**src/rtl/multiplicador_4b.sv**
```systemverilog
// Sequential shift-and-add multiplier: product = quotient*denominator + rest.
// Optional MULTIPLICADOR_4B_OVF_EN adds an ovf flag for products wider than WIDTH bits.
module multiplicador_4b #(
  parameter int unsigned WIDTH = 4
) (
  input  logic               clk,
  input  logic               rst,
  input  logic               start,
  input  logic [WIDTH-1:0]   quotient,
  input  logic [WIDTH-1:0]   denominator,
  input  logic [WIDTH-1:0]   rest,
  output logic [2*WIDTH-1:0] product,
`ifdef MULTIPLICADOR_4B_OVF_EN
  output logic               ovf,
`endif
  output logic               busy,
  output logic               done
);

  localparam int unsigned PW = 2 * WIDTH;
  localparam int unsigned CW = (WIDTH > 1) ? $clog2(WIDTH) : 1;

  typedef enum logic [1:0] {
    S_IDLE = 2'd0,
    S_MUL  = 2'd1,
    S_ADD  = 2'd2,
    S_DONE = 2'd3
  } state_t;

  state_t           r_state;
  logic [PW-1:0]    r_mcand;
  logic [WIDTH-1:0] r_mplier;
  logic [WIDTH-1:0] r_addend;
  logic [PW-1:0]    r_acc;
  logic [CW-1:0]    r_cnt;
  logic [PW-1:0]    w_sum;

  // Final reconstruction: accumulated partial products plus the remainder.
  assign w_sum = r_acc + PW'(r_addend);

  always_ff @(posedge clk or posedge rst) begin
    if (rst) begin
      r_state  <= S_IDLE;
      r_mcand  <= '0;
      r_mplier <= '0;
      r_addend <= '0;
      r_acc    <= '0;
      r_cnt    <= '0;
      product  <= '0;
`ifdef MULTIPLICADOR_4B_OVF_EN
      ovf      <= 1'b0;
`endif
      busy     <= 1'b0;
      done     <= 1'b0;
    end else begin
      done <= 1'b0;
      case (r_state)
        S_IDLE: begin
          if (start) begin
            r_mcand  <= PW'(quotient);
            r_mplier <= denominator;
            r_addend <= rest;
            r_acc    <= '0;
            r_cnt    <= '0;
            busy     <= 1'b1;
            r_state  <= S_MUL;
          end
        end
        S_MUL: begin
          if (r_mplier[0]) begin
            r_acc <= r_acc + r_mcand;
          end
          r_mcand  <= r_mcand << 1;
          r_mplier <= r_mplier >> 1;
          r_cnt    <= r_cnt + CW'(1);
          if (r_cnt == CW'(WIDTH - 1)) begin
            r_state <= S_ADD;
          end
        end
        S_ADD: begin
          product <= w_sum;
`ifdef MULTIPLICADOR_4B_OVF_EN
          ovf     <= |w_sum[PW-1:WIDTH];
`endif
          busy    <= 1'b0;
          done    <= 1'b1;
          r_state <= S_DONE;
        end
        S_DONE: begin
          r_state <= S_IDLE;
        end
        default: begin
          r_state <= S_IDLE;
        end
      endcase
    end
  end

endmodule

```
**config.mk**
```make
export PLATFORM = sky130hd
export DESIGN_NAME = multiplicador_4b
export DESIGN_NICKNAME = d
export VERILOG_FILES = /design/src/rtl/multiplicador_4b.sv
export SDC_FILE = /design/constraint.sdc
export NUM_CORES = 1
export LEC_CHECK = 0
export CAP_MARGIN = 20
export CORE_MARGIN = 10
export CORE_UTILIZATION = 50
export CTS_CLUSTER_SIZE = 24
export DETAILED_ROUTE_END_ITERATION = 16
export PLACE_DENSITY = 0.76
export SYNTH_ARGS = -nofsm -noshare
export SYNTH_HDL_FRONTEND = slang
export SYNTH_SLANG_ARGS = --single-unit
```
**constraint.sdc**
```tcl
create_clock -name clk -period 1.9 [get_ports clk]
set_input_delay 0.57 -clock clk [delete_from_list [all_inputs] [get_ports clk]]
set_output_delay 0.57 -clock clk [all_outputs]
set_load 0.03 [all_outputs]
```
==> out/qor.csv <==
metric,value,unit
run status,"finished, final reports clean",
Hold Path Depth,1,
Sw Ratio,41.7,%
overall power,4720,µW
worst hold path type,flop to flop,
initial DRC count,71,
final non-filler cell total,293,
DR WL/cell,15.2,µm
slowest CP cell,clkdlybuf4s50_1,
Residual DRC,0,
post-cts hold buffer count,0,
vias in the first global route,1726,
sequential-to-total area share from yosys stat,46.3,%
depth of the CTS H-tree,2,
CP peak stage delay,0.66,ns
Clock power frac,10.8,%
Die H,84.1,µm
critical path class,flop to output port,
CTS tree,done,
Clock Path Buffers,2,
Post-Syn Instances,201,
Sequential Power Share,31.7,%
ys flop type,dfrtp_1,
Mapped Area,2060,µm²
drt total wl,4440,µm
vias,1628,
Tcrit/Tclk final,96.4,%
GRT Total Usage,13.2,%
Final GP Congestion,0.823,
fraction of registers with async set/reset,100,%
Post-synth top cells,"dfrtp_1, nand2_1, ha_1",
CTS sink count,38,
Buffers on Ports,24,
Initial Util,51.4,%
Worst Path Max Fanout,1,
YS warnings,0,
P_sw,1970,µW
Peak supply drop,0.000860,V
CP Capture Type,output port,
hold endpoint,product[2],
# nets final,275,
initial antenna violation count,0,
core area,4000,µm²
DP Wirelength,3320,µm
Unique masters post-synth,37,
final hold vios,0,
share of post-route cells with drive strength above 1,18.1,%
Syn Nets,233,
Min Hold Slack,0.500,ns
area fraction of the dominant cell type after synthesis,46.3,%
# IOs,25,
crit path DAT,1.26,ns
R2R Path Start,r_acc[0],
worst path bufs/invs,1,
vias per cell,5.56,
iteration count of the initial detailed-routing pass,5,
first-pass GRT wire length,7930,µm
largest cells by area after synthesis,"dfrtp_1, ha_1, mux2_2, nand2_1, o22ai_1",
Post-Place Cells,286,
number of synthesized flops with an enable pin,0,
Worst slew margin,69.8,%
final worst path period need,1.83,ns
PD cells,1820,nW/µm²
DP Worst Slack,-0.0952,ns
worst slew pin tran,0.453,ns
Site Rows,23,
skew final,0.00656,ns
Final WS setup,0.0679,ns
cell taking the most area after synthesis,dfrtp_1,
antenna fix cells,0,
number of synthesized register bits,38,
Worst setup SP type,flop,
R2R depth,7,
min-delay src,product[2],
clock latency on the worst-skew pair,0.28,ns
GRT Residual Overflow,0,
Logic pwr share,57.4,%
FMAX,0.546,GHz
final setup vio count,0,
final instance area,2600,µm²
most frequent cell after synthesis,dfrtp_1,
Post-DRT Antenna Nets,0,
ordered cell list for the critical path,clkdlybuf4s50_1,
worst path required time,1.33,ns
"Slew Viols, Final",0,
"setup slack, reg-to-reg",0.10,ns
Die Wd,84.1,µm
clk root buf,clkbuf_8,
placed cell areas,2470,µm²
Die ar.,7080,µm²
leakage power,0.00124,µW
Int Power,2750,µW
Max-Cap Viols,0,
Area growth syn-to-layout,26.6,%
Syn Area/Cell,10.2,µm²
largest net degree at the start of global routing,39,
cts bufs inserted,5,
Crit path max-delay family,buffers and inverters,
Worst R2R End,r_acc[6],
Clock Pin Slew Worst Setup and Hold Paths,0.07,ns
-- cell type report --
class	count	area [µm²]
Clock buffer	7	76.3
Fill cell	333	1400
Inverter	13	48.8
Multi-Input combinational cell	144	1060
Sequential cell	38	953
Tap cell	50	62.6
Timing Repair Buffer	41	399
-- stage by stage --
stage,setup TNS [ns],util (%)
2_1_floorplan,0,-
3_3_place_gp,-0.166,61.7
3_5_place_dp,-0.249,61.7
4_1_cts,0,63.7
5_1_grt,-0.0128,65.1
6_report,0,65.1
-- routing by layer --
metal  share of wire (%)  track usage, %
met3                 5.7            4.88
met1                  44            15.6
met2                  49            21.8
met4                 1.3            4.26
met5                   0               0
-- sequential cells by signal, summed over array words and instances (netlist names) --
name,cells
product,8
r_acc,8
r_mcand,8
r_addend,4
r_mplier,4
r_cnt,2
r_state,2
busy,1
done,1
-- power groups by stage --
stage / clock (µW) / sequential, µW / combinational (µW)
final: 513 / 1500 / 2710
after detailed placement: 0 / 1500 / 2670
after global placement: 0 / 1470 / 2590
after CTS: 532 / 1490 / 2690
after floorplan: 0 / 1650 / 1660
after global routing: 562 / 1550 / 3050
-- cell usage in the layout, fill, tap and decap left out, drive strengths merged, types with 2 or more instances in the layout --
cell,synthesis,layout
xnor2,8,8
mux2i,2,2
o21ai,13,13
a22o,7,7
dfrtp,38,38
buf,3,17
or3,2,2
a21o,4,4
a31oi,5,5
nand2,20,20
mux2,8,8
nand3,6,6
nor3,2,2
nor2,8,8
ha,15,15
nor2b,4,4
inv,13,13
fa,2,2
dlymetal6s2s,0,8
clkbuf,3,7
o22ai,12,12
clkdlybuf4s50,0,15
a21oi,15,15
-- cell families after synthesis --
| kind of cell | share of synthesized area [%] |
|---|---|
| AO/OA/AOI/OAI | 19.1 |
| XOR/XNOR | 3.41 |
| adder cells (fa/ha/maj) | 11.1 |
| buffers and inverters | 3.77 |
| flip-flops | 46.3 |
| multiplexers | 5.54 |
| AND/OR/NAND/NOR | 10.9 |
-- worst max-delay path by stage --
| stage | startpoint | endpoint | depth (start not counted) |
|---|---|---|---|
| 6_report | done | done | 1 |
| 5_1_grt | r_acc[0] | product[6] | 8 |
| 4_1_cts | product[4] | product[4] | 1 |
| 3_5_place_dp | start | r_acc[6] | 6 |
| 3_3_place_gp | start | r_acc[6] | 6 |
| 2_1_floorplan | r_mcand[0] | r_acc[6] | 7 |
-- what timing repair did --
item	in CTS	in global routing
pin swaps	0	2
endpoints found under the setup margin	2	12
gates resized for setup	2	18
endpoints found under the hold margin	0	0
buffers inserted	0	0
No activity file was read; power rests on OpenSTA's default activity.
==> RTL edit 1 (config.mk and constraints unchanged) <==
Change the parameter `WIDTH` from 4 to 8.
--- a/src/rtl/multiplicador_4b.sv
+++ b/src/rtl/multiplicador_4b.sv
@@ -1,7 +1,7 @@
 // Sequential shift-and-add multiplier: product = quotient*denominator + rest.
 // Optional MULTIPLICADOR_4B_OVF_EN adds an ovf flag for products wider than WIDTH bits.
 module multiplicador_4b #(
-  parameter int unsigned WIDTH = 4
+  parameter int unsigned WIDTH = 8
 ) (
   input  logic               clk,
   input  logic               rst,
Ports: changed (resized denominator, product, quotient and rest); port bits go from 25 to 45. The function was not compared with the original's and may differ.
==> RTL edit 1 against the original RTL <==
  * The flow now finishes with violations (setup timing)
  * Non-clock buffer count rose by 78
  * Setup slack worse by 0.32 ns
  * Critical endpoint is now product[8]
  * Wire length increased by 140%
  * Largest cell class unchanged
  * Critical path type is now register to register
  * Synthesized area grew 95%
  * Total power grew 120%
  * Sequential cell count is 33 higher
  * Cell area up 120%
  * First-iteration DRC count up 110%
  * Largest power group unchanged
==> RTL edit 1: results (changes against the original RTL) <==
layout:
  nets: 567  # +110%
  antennaDiodeCount: 0  # unchanged
  layout-drive-gt1-share: 0.317  # +0.135
  largest_registers: "product: 16 flops, r_acc: 16 flops, r_mcand: 16 flops"
cts:
  htree_num_levels: 3  # +1
  root_buffer: "clkbuf_8"
  clk-insertion-delay-late_ns: 0.36  # +0.08 ns
  cts_inserted_buffers: 9  # +4
timing:
  final.setup_skew_ns: 0.0120  # +0.00540 ns
  setup_slack_ns: -0.257  # -0.325 ns
  slew_headroom: 0.616  # -0.0826
  setup_viol: 20  # +20
drt:
  wl_per_cell_um: 17.4  # +15%
  wl_met2_um: 5340  # +140%
  wl_met3_um: 440  # +73%
  first_iter_violations: 149  # +110%
  met1_length_um: 4780  # +150%
  vias: 3410  # +110%
  dr.pass1.iters: 4  # -1
logic_synthesis:
  ys_seq_area_frac: 0.442  # -0.0202
  synth_async_sr_flop_share: 1.00  # unchanged
  synthTopCellsByCount: "71 x dfrtp_1, 41 x nand2_1, 33 x o21ai_0, 29 x a21oi_1, 28 x ha_1"
  synth.net_count: 452  # +94%
  ys.warnings.count: 0  # unchanged
  synth.top_cells.by_area: "dfrtp_1 44%, ha_1 8.7%, mux2_2 4.5%"
  synth_cell_types: 47  # +27%
worst_setup_path:
  critPathLaunch: "r_addend[0]"
  worst-path-max-fanout: 4  # +3
run_status:
  status: "finished with violations"
  violations: "setup timing"
global_routing:
  grt_pass1_wl_um: 17000  # +110%
  grt_max_degree: 72  # +85%
  track_usage: 0.179  # +0.0470
  grt_antenna_before_repair: 0  # unchanged
  grt_pass1_vias: 3548  # +110%
pwr:
  swShare: 0.427  # +0.00968
  leakage_nw: 2.55  # +110%
  power_clock_mw: 1.41  # +170%
  seq_power_mw: 2.72  # +81%
  peakVddDrop_mv: 0.811  # -5.7%
  pg_comb_mw: 6.10  # +130%
hold_path:
  holdCritStartpoint: "r_mplier[1]"
placed_design:
  dp_slack_ns: -0.244  # -0.149 ns
  hpwl_um: 7200  # +120%
  portBuffers: 44  # +83%
  gp_congestion: 0.891  # +8.3%
## RTL edit 1: cell count changes in the layout (fill, tap and decap cells not counted), moves of 7 or more
| cell | delta |
|---|---|
| o21ai_0 | +16 |
| a21oi_1 | +7 |
| o22ai_1 | -11 |
| clkdlybuf4s50_1 | +11 |
| mux2i_1 | +14 |
| buf_4 | +54 |
| dlygate4sd2_1 | +17 |
| nand2_1 | +18 |
| dlymetal6s2s_1 | -8 |
| xor2_1 | +11 |
| dfrtp_1 | +33 |
| nor2_1 | +13 |
| mux2_2 | +8 |
| ha_1 | +8 |
## RTL edit 1: worst max-delay path: stages, from the launching register on
cell,delay (ns)
dfrtp_1,0.40
ha_2,0.21
fa_2,0.34
a21o_1,0.21
a221oi_4,0.36
a211oi_4,0.13
buf_4,0.17
xnor2_1,0.13
a21oi_1,0.08
## RTL edit 1: logic make-up after synthesis
| kind of cell | count (synthesis) | share of synthesized area |
|---|---|---|
| and+or+nand+nor | 100 | 0.114 |
| xor gates and xnor gates | 24 | 0.0523 |
| DFF | 71 | 0.442 |
| buffers and inverters | 26 | 0.0252 |
| AOI/OAI and AO/OA | 113 | 0.187 |
| adders and majority gates | 30 | 0.0972 |
| muxes | 31 | 0.0822 |
## RTL edit 1: final cells by class
class / count / area [µm²]
clock buffer: 12 / 155
clock inverter: 4 / 77.6
fill: 521 / 2080
inverter: 11 / 45.0
multi-input combinational: 298 / 2490
sequential: 71 / 1780
tap: 102 / 128
timing repair buffer: 119 / 1020
## RTL edit 1: metrics by stage
stage / hold WS, ns / area, µm² / setup TNS (ns) / utilization / cells
4_1_cts: 0.498 / 5510 / -1.56 / 0.709 / 614
2_1_floorplan: 0.450 / 4070 / -0.262 / - / 395
5_1_grt: 0.521 / 5690 / -4.05 / 0.733 / 617
6_report: 0.494 / 5690 / -2.42 / 0.733 / 617
3_5_place_dp: 0.477 / 5080 / -3.46 / 0.654 / 589
3_3_place_gp: 0.464 / 5080 / -2.05 / 0.654 / 589
## RTL edit 1: path summary, 6_finish.rpt
kind                                to  depth (start not counted)  slack [ns]
setup / recovery            product[8]                          8       -0.26
hold / removal             r_mplier[1]                          2        0.49
setup reg to reg            product[8]                          8       -0.26
hold reg to reg            r_mplier[1]                          2        0.49
max in group asynchronous     r_acc[3]                          3        0.94
min in group asynchronous   product[2]                          3        0.65
## RTL edit 1: what timing repair did
item / in CTS / in global routing
gates cloned: 0 / 0
setup buffers: 9 / 3
pin swaps: 30 / 20
resized for setup: 49 / 29
setup endpoints to repair: 37 / 23
## RTL edit 1: metal layers
| metal | GRT usage | vias to the layer above |
|---|---|---|
| met1 | 0.216 | 1664 |
| met3 | 0.0404 | 15 |
| met2 | 0.306 | 78 |
| met4 | 0.0678 | 0 |
| met5 | 0 | - |
| li1 | - | 1653 |
==> RTL edit 2 (same settings) <==
Made on the original files. Put one more register stage on the output `product`, cleared by the reset. The value now appears one clock later. The other outputs are not delayed to match.
--- a/src/rtl/multiplicador_4b.sv
+++ b/src/rtl/multiplicador_4b.sv
@@ -27,6 +27,8 @@
     S_DONE = 2'd3
   } state_t;
 
+  logic [2*WIDTH-1:0] product_s0;
+
   state_t           r_state;
   logic [PW-1:0]    r_mcand;
   logic [WIDTH-1:0] r_mplier;
@@ -46,7 +48,7 @@
       r_addend <= '0;
       r_acc    <= '0;
       r_cnt    <= '0;
-      product  <= '0;
+      product_s0 <= '0;
 `ifdef MULTIPLICADOR_4B_OVF_EN
       ovf      <= 1'b0;
 `endif
@@ -78,7 +80,7 @@
           end
         end
         S_ADD: begin
-          product <= w_sum;
+          product_s0 <= w_sum;
 `ifdef MULTIPLICADOR_4B_OVF_EN
           ovf     <= |w_sum[PW-1:WIDTH];
 `endif
@@ -96,5 +98,13 @@
     end
   end
 
+  always_ff @(posedge clk or posedge rst) begin
+    if (rst) begin
+      product <= '0;
+    end else begin
+      product <= product_s0;
+    end
+  end
+
 endmodule
 
Check against the original RTL: not equivalent (Yosys sat finds a counterexample within 10 cycles, from zero or initial values and one cycle with rst high).
==> RTL edit 2 against the original RTL <==
  * Setup slack worse by 0.063 ns
  * Sequential cell count up 8
  * Wire length up 6.2%
  * Worst hold slack worse by 0.12 ns
  * Cell area up 12%
  * Critical endpoint is now r_acc[6]
  * Synthesized area up 7.4%
  * Total power up 10%
  * Die area up 5.6%
==> RTL edit 2: results (changes against the original RTL) <==
logic_synthesis:
  synth_compound_gate_area_share: 0.156  # -0.0341
  synth_async_sr_flop_share: 1.00  # unchanged
  synth_xor_area_frac: 0.0357  # +0.00161
  ys_seq_area_frac: 0.521  # +0.0587
  synth.top_cells.by_area: "dfrtp_1 52%, ha_1 8.5%, mux2_2 4.1%"
  synthAdderAreaFrac: 0.103  # -0.00766
  ys.warnings.count: 0  # unchanged
  synth_mux_area_frac: 0.0408  # -0.0146
  yosys_most_used_dff: "dfrtp_1"
  postSynthAreaPerCell_um2: 10.9  # +6.4%
  synthTopCellsByCount: "46 x dfrtp_1, 23 x nand2_1, 19 x nor2_1, 15 x ha_1, 15 x o21ai_0"
  synth.net_count: 235  # +0.86%
placed_design:
  gp_congestion: 0.806  # -2.0%
  placed_area_mm2: 0.00270  # +9.1%
  dp_slack_ns: -0.0483  # +0.0469 ns
  post-place-cells: 301  # +5.2%
  hpwl_um: 3340  # +0.48%
cts:
  htree_num_levels: 2  # unchanged
  clk_path_buf_depth: 2  # unchanged
  clk-insertion-delay-late_ns: 0.29
  path_clk_slew_ns: 0.08
worst_setup_path:
  cpLargestDelayFamily: "compound AO/OA/AOI/OAI gates"
  r2r-start: "r_mcand[1]"
  arrival_ns: 2.07  # +0.81 ns
  critPathMaxStageDelay_ns: 0.47  # -0.19 ns
  critPathSlowestCell: "fa_1"
  rr_worst_depth: 7  # unchanged
  r2r_slack_ns: 0.005  # -0.09 ns
  worst-path-max-fanout: 3  # +2
  r2r-end: "r_acc[6]"
drt:
  first_iter_violations: 88  # +24%
  wl_per_cell_um: 15.1  # -0.23%
  viasPerCell: 5.39  # -2.9%
  dr.pass1.iters: 4  # -1
global_routing:
  grt_pass1_wl_um: 7660  # -3.4%
  grt_antenna_before_repair: 0  # unchanged
  track_usage: 0.126  # -0.00623
  grt_pass1_vias: 1746  # +1.2%
  grt_max_degree: 35  # -10%
timing:
  final.setup_skew_ns: 0.00298  # -0.00358 ns
  tightest_slew_ns: 0.531  # +0.0780 ns
hold_path:
  whs_path_depth: 0  # -1
  holdCritStartpoint: "product_s0[3]"
  worst_hold_path.endpoint: "product[3]"
run_status:
  status: "finished, final reports clean"
pwr:
  leakage_nw: 1.33  # +7.4%
  peakVddDrop_mv: 0.979  # +14%
layout:
  layout-drive-gt1-share: 0.246  # +0.0651
  antennaDiodeCount: 0  # unchanged
  final_cells: 312  # +6.5%
  nets: 292  # +6.2%
RTL edit 2: changes by cell type in the layout (fill, tap and decap cells not counted), moves of 3 or more:
cell / unedited run / this run
a21oi_1: 12 / 4
dlymetal6s2s_1: 8 / 2
buf_4: 16 / 26
a21o_1: 4 / 1
ha_1: 11 / 8
ha_4: 1 / 5
o22ai_1: 12 / 6
clkdlybuf4s50_1: 15 / 21
dfrtp_1: 36 / 45
nor2_1: 8 / 19
RTL edit 2: routing by layer:
metal | routed length, µm | vias to the layer above | track usage
met2 | 2410 | 40 | 0.213
li1 | - | 816 | -
met5 | 0 | - | 0
met3 | 236 | 8 | 0.0413
met1 | 2000 | 819 | 0.147
met4 | 67 | 0 | 0.0427
RTL edit 2: cell families (layout without fill, tap and decap cells):
group,count (synthesis),count (layout)
compound gates,51,51
xor+xnor,9,9
buf+inv,18,75
simple gates,54,54
flops,46,46
mux,8,8
fa+ha+maj,17,17
RTL edit 2: cell type report:
class | instances | area (µm²)
Tap cell | 52 | 65.1
Inverter | 15 | 56.3
Sequential cell | 46 | 1150
Clock buffer | 5 | 68.8
Fill cell | 334 | 1410
Multi-Input combinational cell | 139 | 1080
Clock inverter | 2 | 10.0
Timing Repair Buffer | 53 | 482
RTL edit 2: worst max path at each step:
stage                    end  depth (start not counted)  slack [ns]  startpoint
floorplan           r_acc[7]                          6        0.04    r_acc[2]
global placement    r_cnt[1]                          5       -0.02       start
detailed placement  r_acc[2]                          6       -0.05       start
CTS                 r_acc[7]                          6      -0.005  r_mcand[1]
global route        r_acc[7]                          6       -0.08  r_mcand[2]
finish              r_acc[6]                          7       0.005  r_mcand[1]
RTL edit 2: where the power goes:
| group | total [mW] | switching [mW] | leakage [nW] | internal [mW] |
|---|---|---|---|---|
| combinational | 2.89 | 1.50 | 0.716 | 1.40 |
| sequential | 1.75 | 0.304 | 0.569 | 1.44 |
| clock | 0.557 | 0.310 | 0.0438 | 0.247 |
| total | 5.20 | 2.11 | 1.33 | 3.09 |
RTL edit 2: what timing repair did:
action	CTS	global route
setup buffers	0	4
gates resized for setup	4	18
hold buffers	0	0
setup endpoints to repair	3	8
pin swaps	0	10
RTL edit 2: worst reg2reg max path, cell delays in order (launching register included):
cell and delay (ns):
dfrtp_2 0.45, buf_4 0.15, fa_1 0.47, a21oi_2 0.21, o31ai_1 0.08, a21oi_1 0.17, xor2_1 0.15, o21ai_0 0.09
RTL edit 2: stage by stage:
stage,TNS (ns),hold slack [ns]
floorplan,0,0.350
global placement,-0.0771,0.356
detailed placement,-0.148,0.364
CTS,-0.00517,0.381
global route,-0.216,0.385
finish,0,0.378
